## src/rtl/reaction_pkg.sv

```systemverilog
// Shared definitions for the reaction-timer game: FSM state encoding and
// the stimulus LFSR constants. The reaction timer core uses the same
// state width.
package reaction_pkg;

  localparam int unsigned STATE_W = 3;
  typedef logic [STATE_W-1:0] state_t;

  localparam state_t ST_IDLE  = 3'd0;
  localparam state_t ST_DELAY = 3'd1;
  localparam state_t ST_LIT   = 3'd2;
  localparam state_t ST_DONE  = 3'd3;
  localparam state_t ST_FAULT = 3'd4;

  localparam int unsigned LFSR_W = 16;
  localparam logic [LFSR_W-1:0] LFSR_SEED = 16'hACE1;
  localparam logic [LFSR_W-1:0] LFSR_TAPS = 16'hB400;

  // One step of the right-shifting Galois LFSR; a non-zero state never maps to zero.
  function automatic logic [LFSR_W-1:0] lfsr_step(input logic [LFSR_W-1:0] v);
    lfsr_step = v[0] ? ((v >> 1) ^ LFSR_TAPS) : (v >> 1);
  endfunction

endpackage

```

## src/rtl/button_debouncer.sv

```systemverilog
// Button front end: 2-flop synchroniser, stability counter and a one-cycle
// pulse on each rising edge of the debounced level.
// Ports:
//   clk, rst_n       clock, async active-low reset
//   button_raw_i     asynchronous bouncy button
//   button_clean_o   debounced level (registered)
//   press_pulse_o    one-cycle pulse, cycle after button_clean_o rises
module button_debouncer #(
  parameter int unsigned DEBOUNCE_CYCLES = 50000
) (
  input  logic clk,
  input  logic rst_n,
  input  logic button_raw_i,
  output logic button_clean_o,
  output logic press_pulse_o
);

  localparam int unsigned CNT_W = (DEBOUNCE_CYCLES > 1) ? $clog2(DEBOUNCE_CYCLES) : 1;
  localparam logic [CNT_W-1:0] CNT_LAST = CNT_W'(DEBOUNCE_CYCLES - 1);

  logic             sync1_q;
  logic             sync2_q;
  logic             clean_q;
  logic             clean_d;
  logic             clean_dly_q;
  logic             press_q;
  logic [CNT_W-1:0] cnt_q;
  logic [CNT_W-1:0] cnt_d;

  // Count consecutive cycles the synced level disagrees with the clean level.
  always_comb begin
    cnt_d   = '0;
    clean_d = clean_q;
    if (sync2_q != clean_q) begin
      if (cnt_q == CNT_LAST) begin
        clean_d = ~clean_q;
      end else begin
        cnt_d = cnt_q + CNT_W'(1);
      end
    end
  end

  always_ff @(posedge clk or negedge rst_n) begin
    if (!rst_n) begin
      sync1_q     <= 1'b0;
      sync2_q     <= 1'b0;
      cnt_q       <= '0;
      clean_q     <= 1'b0;
      clean_dly_q <= 1'b0;
      press_q     <= 1'b0;
    end else begin
      sync1_q     <= button_raw_i;
      sync2_q     <= sync1_q;
      cnt_q       <= cnt_d;
      clean_q     <= clean_d;
      clean_dly_q <= clean_q;
      press_q     <= clean_q & ~clean_dly_q;
    end
  end

  assign button_clean_o = clean_q;
  assign press_pulse_o  = press_q;

endmodule

```

## src/rtl/reaction_trigger_gen.sv

```systemverilog
// Stimulus front end for the reaction-timer game: on a start edge waits a
// pseudo-random number of ms ticks, lights the LED, and classifies the
// round as a clean press, a false start or a timeout.
// Ports:
//   clk, rst_n     clock, async active-low reset
//   start_raw      asynchronous start request (rising edge counts)
//   button_raw     asynchronous bouncy player button
//   led_on         LED drive / reaction timer enable
//   button_clean   debounced button level
//   press_pulse    one-cycle pulse on rising edge of button_clean
//   busy           high while waiting for the LED or while it is lit
//   false_start    sticky, press before LED
//   timeout        sticky, no press while LED lit
module reaction_trigger_gen
  import reaction_pkg::*;
#(
  parameter int unsigned TICK_DIV        = 10000,
  parameter int unsigned MIN_DELAY_MS    = 500,
  parameter int unsigned SPAN_BITS       = 11,
  parameter int unsigned LED_TIMEOUT_MS  = 2000,
  parameter int unsigned DEBOUNCE_CYCLES = 50000
) (
  input  logic clk,
  input  logic rst_n,
  input  logic start_raw,
  input  logic button_raw,
  output logic led_on,
  output logic button_clean,
  output logic press_pulse,
  output logic busy,
  output logic false_start,
  output logic timeout
);

  localparam int unsigned PRE_W     = (TICK_DIV > 1) ? $clog2(TICK_DIV) : 1;
  localparam int unsigned DLY_MAX   = MIN_DELAY_MS + (1 << SPAN_BITS) - 1;
  localparam int unsigned DLY_W_RAW = $clog2(DLY_MAX + 1);
  localparam int unsigned DLY_W     = (DLY_W_RAW > SPAN_BITS + 1) ? DLY_W_RAW : SPAN_BITS + 1;
  localparam int unsigned TMO_W     = (LED_TIMEOUT_MS > 0) ? $clog2(LED_TIMEOUT_MS + 1) : 1;
  localparam logic [PRE_W-1:0] PRE_LAST = PRE_W'(TICK_DIV - 1);

  state_t             state_q;
  state_t             state_d;
  logic [LFSR_W-1:0]  lfsr_q;
  logic [PRE_W-1:0]   pre_q;
  logic [PRE_W-1:0]   pre_d;
  logic [DLY_W-1:0]   dly_q;
  logic [DLY_W-1:0]   dly_d;
  logic [TMO_W-1:0]   tmo_q;
  logic [TMO_W-1:0]   tmo_d;
  logic               start_s1_q;
  logic               start_s2_q;
  logic               start_prev_q;
  logic               led_q;
  logic               led_d;
  logic               busy_q;
  logic               busy_d;
  logic               false_start_q;
  logic               false_start_d;
  logic               timeout_q;
  logic               timeout_d;
  logic               pre_clr;
  logic               start_edge;
  logic               tick;
  logic               press;

  button_debouncer #(
    .DEBOUNCE_CYCLES(DEBOUNCE_CYCLES)
  ) u_debouncer (
    .clk           (clk),
    .rst_n         (rst_n),
    .button_raw_i  (button_raw),
    .button_clean_o(button_clean),
    .press_pulse_o (press)
  );

  assign start_edge = start_s2_q & ~start_prev_q;
  assign tick       = (pre_q == PRE_LAST);

  // Next state; a press always wins over a same-cycle expiry.
  always_comb begin
    state_d       = state_q;
    dly_d         = dly_q;
    tmo_d         = tmo_q;
    false_start_d = false_start_q;
    timeout_d     = timeout_q;
    pre_clr       = 1'b0;
    case (state_q)
      ST_IDLE, ST_DONE, ST_FAULT: begin
        if (start_edge) begin
          state_d       = ST_DELAY;
          dly_d         = DLY_W'(MIN_DELAY_MS) + DLY_W'(lfsr_q[SPAN_BITS-1:0]);
          false_start_d = 1'b0;
          timeout_d     = 1'b0;
          pre_clr       = 1'b1;
        end
      end
      ST_DELAY: begin
        if (press) begin
          state_d       = ST_FAULT;
          false_start_d = 1'b1;
        end else if (tick) begin
          if (dly_q <= DLY_W'(1)) begin
            state_d = ST_LIT;
            dly_d   = '0;
            tmo_d   = TMO_W'(LED_TIMEOUT_MS);
          end else begin
            dly_d = dly_q - DLY_W'(1);
          end
        end
      end
      ST_LIT: begin
        if (press) begin
          state_d = ST_DONE;
        end else if (tick) begin
          if (tmo_q <= TMO_W'(1)) begin
            state_d   = ST_DONE;
            tmo_d     = '0;
            timeout_d = 1'b1;
          end else begin
            tmo_d = tmo_q - TMO_W'(1);
          end
        end
      end
      default: state_d = ST_IDLE;
    endcase
  end

  // Free-running ms prescaler, realigned on every accepted start.
  always_comb begin
    pre_d = pre_q + PRE_W'(1);
    if (pre_clr || tick) begin
      pre_d = '0;
    end
  end

  // Outputs are registered from the next state so they change with it.
  always_comb begin
    led_d  = (state_d == ST_LIT);
    busy_d = (state_d == ST_DELAY) || (state_d == ST_LIT);
  end

  always_ff @(posedge clk or negedge rst_n) begin
    if (!rst_n) begin
      state_q       <= ST_IDLE;
      lfsr_q        <= LFSR_SEED;
      pre_q         <= '0;
      dly_q         <= '0;
      tmo_q         <= '0;
      start_s1_q    <= 1'b0;
      start_s2_q    <= 1'b0;
      start_prev_q  <= 1'b0;
      led_q         <= 1'b0;
      busy_q        <= 1'b0;
      false_start_q <= 1'b0;
      timeout_q     <= 1'b0;
    end else begin
      state_q       <= state_d;
      lfsr_q        <= lfsr_step(lfsr_q);
      pre_q         <= pre_d;
      dly_q         <= dly_d;
      tmo_q         <= tmo_d;
      start_s1_q    <= start_raw;
      start_s2_q    <= start_s1_q;
      start_prev_q  <= start_s2_q;
      led_q         <= led_d;
      busy_q        <= busy_d;
      false_start_q <= false_start_d;
      timeout_q     <= timeout_d;
    end
  end

  assign led_on      = led_q;
  assign busy        = busy_q;
  assign false_start = false_start_q;
  assign timeout     = timeout_q;
  assign press_pulse = press;

endmodule
```

## config.mk

```make
export PLATFORM = sky130hd
export DESIGN_NAME = reaction_trigger_gen
export DESIGN_NICKNAME = d
export VERILOG_FILES = /design/src/rtl/reaction_pkg.sv /design/src/rtl/button_debouncer.sv /design/src/rtl/reaction_trigger_gen.sv
export SDC_FILE = /design/constraint.sdc
export NUM_CORES = 1
export LEC_CHECK = 0
export CAP_MARGIN = 20
export CORE_AREA = 2 2 113 115
export CTS_CLUSTER_SIZE = 14
export DETAILED_ROUTE_END_ITERATION = 12
export DIE_AREA = 0 0 115 117
export PLACE_DENSITY_LB_ADDON = 0.3
export SLEW_MARGIN = 40
export SYNTH_ARGS = -nofsm -noshare
export SYNTH_HDL_FRONTEND = slang
export SYNTH_HIERARCHICAL = 1
export SYNTH_SLANG_ARGS = --single-unit
```

## constraint.sdc

```tcl
create_clock -name clk -period 4.2 [get_ports clk]
set_input_delay 0.42 -clock clk [delete_from_list [all_inputs] [get_ports clk]]
set_output_delay 0.42 -clock clk [all_outputs]
set_load 0.05 [all_outputs]
```

==> reports/results.txt, run 1 <==
CTS tree - yes
RePlAce Congestion - 0.839
Placement Setup Slack - 1.94 ns
Final Util - 0.383
Cell variety after synth - 70
Final #Nets - 421
Overall power - 2.12 mW
Slowest cell on crit path - nor2b_1
Metal3 WL - 225 um
Placed wire-length estimate - 5.63 mm
Clk buf depth - 2
FP Rows - 41
1st-pass router iterations - 4
Clk sink count - 84
Clock Tree Root - clkbuf_16
Fin Clk Skew - 0.00600 ns
Slew @ Worst Pin - 0.756 ns
Die Y - 117 um
Die ar. - 13500 um2
Clock slew at reported path FFs - 0.06 ns
Initial Utilization - 0.341
YS warnings - 6
DRT antenna net count - 0
Fin area - 4720 um2
Status - complete, no violations
CP Max Fanout - 11
Vias in the first global route - 2985
Crit start category - register
GRT Overall Usage - 0.135
Syn_nets - 415
ANT cells - 0
Wire length on met1 - 3.92 mm
Most common cell on crit path - nor2b_1
Highest Signal Layer - met4
Worst min path class - in2async
Top_reg_cell synth - dfrtp_1
PwrDens - 450 nW/um2
Flop and latch count out of synthesis - 84
Number of port buffers - 9
RSZ-0062 raised after global routing - false
Final setup fails - 0
Layout cell share with drive strength beyond 1 - 0.121
Largest net degree at the start of global routing - 51
Starting DRT DRC Count - 151
DRC violations left - 0
CP Data Required Time - 4.42 ns
Ys async rst share - 1.00
Syn avg cell area - 10.4 um2
First-pass GRT wire length - 14.5 mm
Area grow syn2layout - 12.4%
H-tree depth - 3
Leak - 2.02 nW
Period utilization - 0.538
DP Area - 4390 um2
WL final - 8.16 mm
Total congestion overflow - 0
Final worst setup slack - 1.94 ns
Critical path class - reg2reg
Hold Violations, Final - 0
Initial antenna violation count - 0
Post-CTS sizing - 0
Synthesized instance count - 404
Vias per cell - 5.23
Cell Area, Synth - 4200 um2
Boundary Pins - 10
Number of hold buffers added after cts - 0
Core Area - 12300 um2
Fin Setup TNS - 0 ns
Detailed-route via count - 2948
Crit. End Element - register
TritonCTS Buffers - 9
Worst path max stage delay - 0.62 ns
Post-synth EDFFs - 0
Worst skew pair latency - 0.33 ns
Crit path DAT - 2.48 ns
Die W - 115 um
Max cap viols - 0
Avg WL per Cell - 14.5 um
Peak VDD IR - 0.284 mV
Min Tclk post-route - 2.26 ns
Sequential fraction of the synthesis area - 0.503
Max Slew Vio Count - 0
Routed wl met2 - 3.89 mm
Slew Limit Headroom - 0.494
Cell Chain, Critical Path - nor2b_1, nor2b_1, a21o_1, nand2_1, a22o_1
Achievable Freq - 442 MHz
Post-CTS setup buffers - 0
-- synth_stat cells, types with 3 or more instances --
| cell | number | share of area |
|---|---|---|
| nand4_1 | 7 | 0.010 |
| nor4_2 | 4 | 0.012 |
| buf_4 | 3 | 0.0054 |
| nor2b_1 | 5 | 0.0074 |
| o22ai_1 | 4 | 0.0060 |
| dfrtp_1 | 76 | 0.45 |
| ha_1 | 7 | 0.021 |
| nand3_1 | 16 | 0.019 |
| inv_1 | 20 | 0.018 |
| o21ai_0 | 9 | 0.011 |
| xor2_1 | 16 | 0.033 |
| a22o_1 | 4 | 0.0083 |
| nand2b_1 | 3 | 0.0045 |
| and3_1 | 8 | 0.012 |
| a21o_1 | 5 | 0.0089 |
| dfstp_2 | 8 | 0.050 |
| a22oi_1 | 4 | 0.0071 |
| nor4_1 | 6 | 0.0089 |
| nand2_1 | 27 | 0.024 |
| o211ai_1 | 3 | 0.0054 |
| a31oi_1 | 4 | 0.0060 |
| o2bb2ai_1 | 4 | 0.0083 |
| nor2_1 | 46 | 0.041 |
| and4_1 | 3 | 0.0063 |
| nor2_2 | 3 | 0.0045 |
| xnor2_1 | 22 | 0.046 |
| nor3_1 | 13 | 0.015 |
| buf_2 | 7 | 0.0083 |
| a21oi_1 | 13 | 0.015 |
-- per-stage QoR --
stage | std cells | hold slack, ns
floorplan | 404 | 0.124
global placement | 549 | 0.336
detailed placement | 549 | 0.336
CTS | 564 | 0.0477
global route | 564 | 0.0675
finish | 564 | 0.0370
-- state kept, by name (all words and copies together), names as in the netlist, 3 cells and up --
signal and count:
u_debouncer/cnt_q 16, lfsr_q 16, pre_q 14, dly_q 12
tmo_q 11, state_q 3
-- cell type report --
cell class                      instances  area [um2]
Tap cell                              150         188
Clock inverter                          5        83.8
Inverter                               20        75.1
Timing Repair Buffer                   10        95.1
Clock buffer                           10         239
Fill cell                            1188        7590
Sequential cell                        84        2110
Multi-Input combinational cell        285        1930
-- critical path, delay by kind of cell, from the launching register on --
family,cells,cell delay [ns]
flip-flops,1,0.48
AND/OR/NAND/NOR,3,1.07
AO/OA/AOI/OAI,2,0.59
-- path summary, 6_finish.rpt --
check,startpoint,endpoint,slack (ns),cells past startpoint
max reg2reg,state_q[1]$_DFF_PN0_,tmo_q[3]$_DFFE_PN0P_,1.94,5
min in group clk,start_s1_q$_DFF_PN0_,start_s2_q$_DFF_PN0_,0.35,0
min,rst_n,lfsr_q[4]$_DFF_PN0_,0.04,1
max,state_q[1]$_DFF_PN0_,tmo_q[3]$_DFFE_PN0P_,1.94,5
max in group asynchronous,rst_n,pre_q[0]$_DFF_PN0_,3.19,2
min reg2reg,start_s1_q$_DFF_PN0_,start_s2_q$_DFF_PN0_,0.35,0
-- power by group --
group          internal (mW)  switching (mW)  leakage (nW)
logic                  0.125           0.158         0.783
clock network          0.536           0.314         0.151
registers              0.894          0.0989          1.09
-- layer usage --
metal | up-vias | global-route usage
li1 | 1450 | -
met1 | 1461 | 0.180
met2 | 26 | 0.220
met3 | 11 | 0.0319
met4 | 0 | 0.0410
met5 | - | 0
-- cell usage in the layout (no fill, tap or decap), drive strengths merged, types with 4 or more instances in the layout --
cell and instances:
a21o 5, o211ai 4, nand3 17, nand2 28
clkbuf 10, o22ai 4, nor4 10, and3 8
clkdlybuf4s50 8, nor2b 5, o2bb2ai 4, a21oi 14
o21ai 9, ha 7, nor3 15, nand4 9
a22o 4, a22oi 4, xnor2 22, a31oi 4
dfstp 8, nor2 49, dfrtp 76, xor2 16
inv 21
-- cells by family (layout without fill, tap and decap cells) --
group           count (synthesis)  count (layout)  share of synthesized area
mux                             2               2                    0.00536
xor+xnor                       38              38                     0.0792
flops                          84              84                      0.503
compound gates                 74              74                      0.131
buf+inv                        35              45                     0.0399
simple gates                  164             164                      0.221
fa+ha+maj                       7               7                     0.0209
(Power assumes the default switching activity.)
==> run 2, diff against run 1 <==
Clock period 4.2 ns to 2.2 ns, I/O delays scaled along.
==> reports/results.txt, run 2 (same netlist as run 1, synthesis figures left out) <==
Fin Clk Skew - 0.00972 ns
Leak - 2.09 nW
Number of port buffers - 9
GRT Overall Usage - 0.129
Die Y - 117 um
Starting DRT DRC Count - 143
Commonest non-fill, non-tap cells in the layout - dfrtp_1, nor2_1, nand2_1, xnor2_1, inv_1
Filler Cell Count - 1192
Largest regs - lfsr_q x16, u_debouncer/cnt_q x16, pre_q x14
Min Tclk post-route - 2.06 ns
Boundary Pins - 10
Critical path's top delay family - simple AND/OR/NAND/NOR gates
Hold_ws - 0.307 ns
First-pass GRT wire length - 13.8 mm
WL final - 8.09 mm
Clk buf depth - 2
Initial Utilization - 0.341
CP Capture Point - dly_q[10]$_DFFE_PN0P_
DRC violations left - 0
Crit start category - register
Worst skew pair latency - 0.34 ns
Die ar. - 13500 um2
CP Max Fanout - 11
Fin Setup TNS - 0 ns
Register area - 2110 um2
Detailed-route via count - 3008
Vias per cell - 5.21
Clock slew at reported path FFs - 0.07 ns
FP Rows - 41
Achievable Freq - 486 MHz
Max Slew Vio Count - 0
RSZ-0062 raised after global routing - false
Multi-input gate area - 1920 um2
Avg WL per Cell - 14.0 um
CTS tree - yes
Crit path DAT - 2.32 ns
Clock Tree Root - clkbuf_16
Status - complete, no violations
Placed wire-length estimate - 5.82 mm
H-tree depth - 3
DRT antenna net count - 0
1st-pass router iterations - 4
CP Data Required Time - 2.46 ns
Hold Violations, Final - 0
Total congestion overflow - 0
Core Area - 12300 um2
Worst min path class - in2reg
Final #Nets - 433
Max cap viols - 0
Clk sink count - 84
Stages on worst setup path - 6
RePlAce Congestion - 0.837
Final Util - 0.392
Worst path max stage delay - 0.55 ns
WP buf/inv - 1
Critical Path Source - dly_q[0]$_DFFE_PN0P_
Slew Limit Headroom - 0.655
R2r worst-path depth - 6
Initial antenna violation count - 0
Layout cell share with drive strength beyond 1 - 0.148
FF-to-FF setup slack - 0.14 ns
Commonest non-fill, non-tap cell in the layout - dfrtp_1
Vias in the first global route - 2871
Cell Chain, Critical Path - inv_1, ha_1, o2111a_1, nand2b_1, or4_4, o211ai_2
Die W - 115 um
PwrDens - 854 nW/um2
Worst r2r dst - dly_q[10]$_DFFE_PN0P_
Period utilization - 0.936
Crit. End Element - register
Area grow syn2layout - 15.0%
Critical path class - reg2reg
Peak VDD IR - 0.378 mV
Post-CTS setup buffers - 0
Slew @ Worst Pin - 0.504 ns
Final setup fails - 0
Largest net degree at the start of global routing - 51
ANT cells - 0
Worst r2r src - dly_q[0]$_DFFE_PN0P_
TritonCTS Buffers - 9
Slowest cell on crit path - or4_4
## run 2: cell types whose count changed in the layout (fill, tap and decap cells not counted), sizes merged
cell	before	now
buf	2	13
inv	21	24
clkbuf	10	9
clkinvlp	2	1
dlygate4sd3	0	1
## run 2: layout make-up
class	count	share of cell area
clock buffer	9	0.0466
multi-input combinational	285	0.398
sequential	84	0.437
clock inverter	7	0.0218
tap	150	0.0389
timing repair buffer	22	0.0415
inverter	20	0.0155
## run 2: power breakdown
part / total (mW) / internal (mW) / switching, mW
logic: 0.564 / 0.257 / 0.308
clock network: 1.66 / 1.01 / 0.643
registers: 1.90 / 1.71 / 0.198
## run 2: worst reg2reg max path: stages (launching register included)
cell      delay, ns
dfrtp_1        0.40
inv_1          0.08
ha_1           0.23
o2111a_1       0.32
nand2b_1       0.34
or4_4          0.55
o211ai_2       0.07
## run 2: repair_timing
action                     4_1_cts  5_1_grt
resized for setup                0        2
hold buffers                     1        0
hold endpoints to repair        34        0
setup endpoints to repair        0        6
## run 2: how the worst min path moves through the flow
stage	start	end	slack, ns	cells past startpoint
after global placement	rst_n	dly_q[11]$_DFFE_PN0P_	0.21	1
after global routing	button_raw	u_debouncer/sync1_q$_DFF_PN0_	0.32	1
after detailed placement	rst_n	dly_q[11]$_DFFE_PN0P_	0.21	1
final	button_raw	u_debouncer/sync1_q$_DFF_PN0_	0.31	1
after floorplan	rst_n	busy$_DFF_PN0_	-0.08	0
after CTS	button_raw	u_debouncer/sync1_q$_DFF_PN0_	0.30	1
## run 2: metal layers
layer | wire length [um] | vias up | share of wire | track usage
met5 | 0 | - | 0 | 0
met4 | 136 | 0 | 0.017 | 0.0506
met3 | 307 | 13 | 0.038 | 0.0288
met2 | 3870 | 45 | 0.48 | 0.205
met1 | 3770 | 1474 | 0.47 | 0.173
li1 | - | 1476 | - | -
## run 2: stage by stage
stage / instance area [um2] / power (mW) / std cells / setup WS, ns
global route: 4830 / 4.34 / 577 / 0.0210
global placement: 4490 / 2.48 / 560 / 0.180
detailed placement: 4490 / 2.50 / 560 / 0.114
CTS: 4830 / 4.18 / 577 / 0.110
floorplan: 4200 / 2.30 / 404 / 0.305
finish: 4830 / 4.12 / 577 / 0.142
==> run 3, diff against run 2 <==
Settings changed: SKIP_LAST_GASP set to 1.
==> results of run 3 <==
The final DEF is identical to that of run 2; final timing and power are the same.
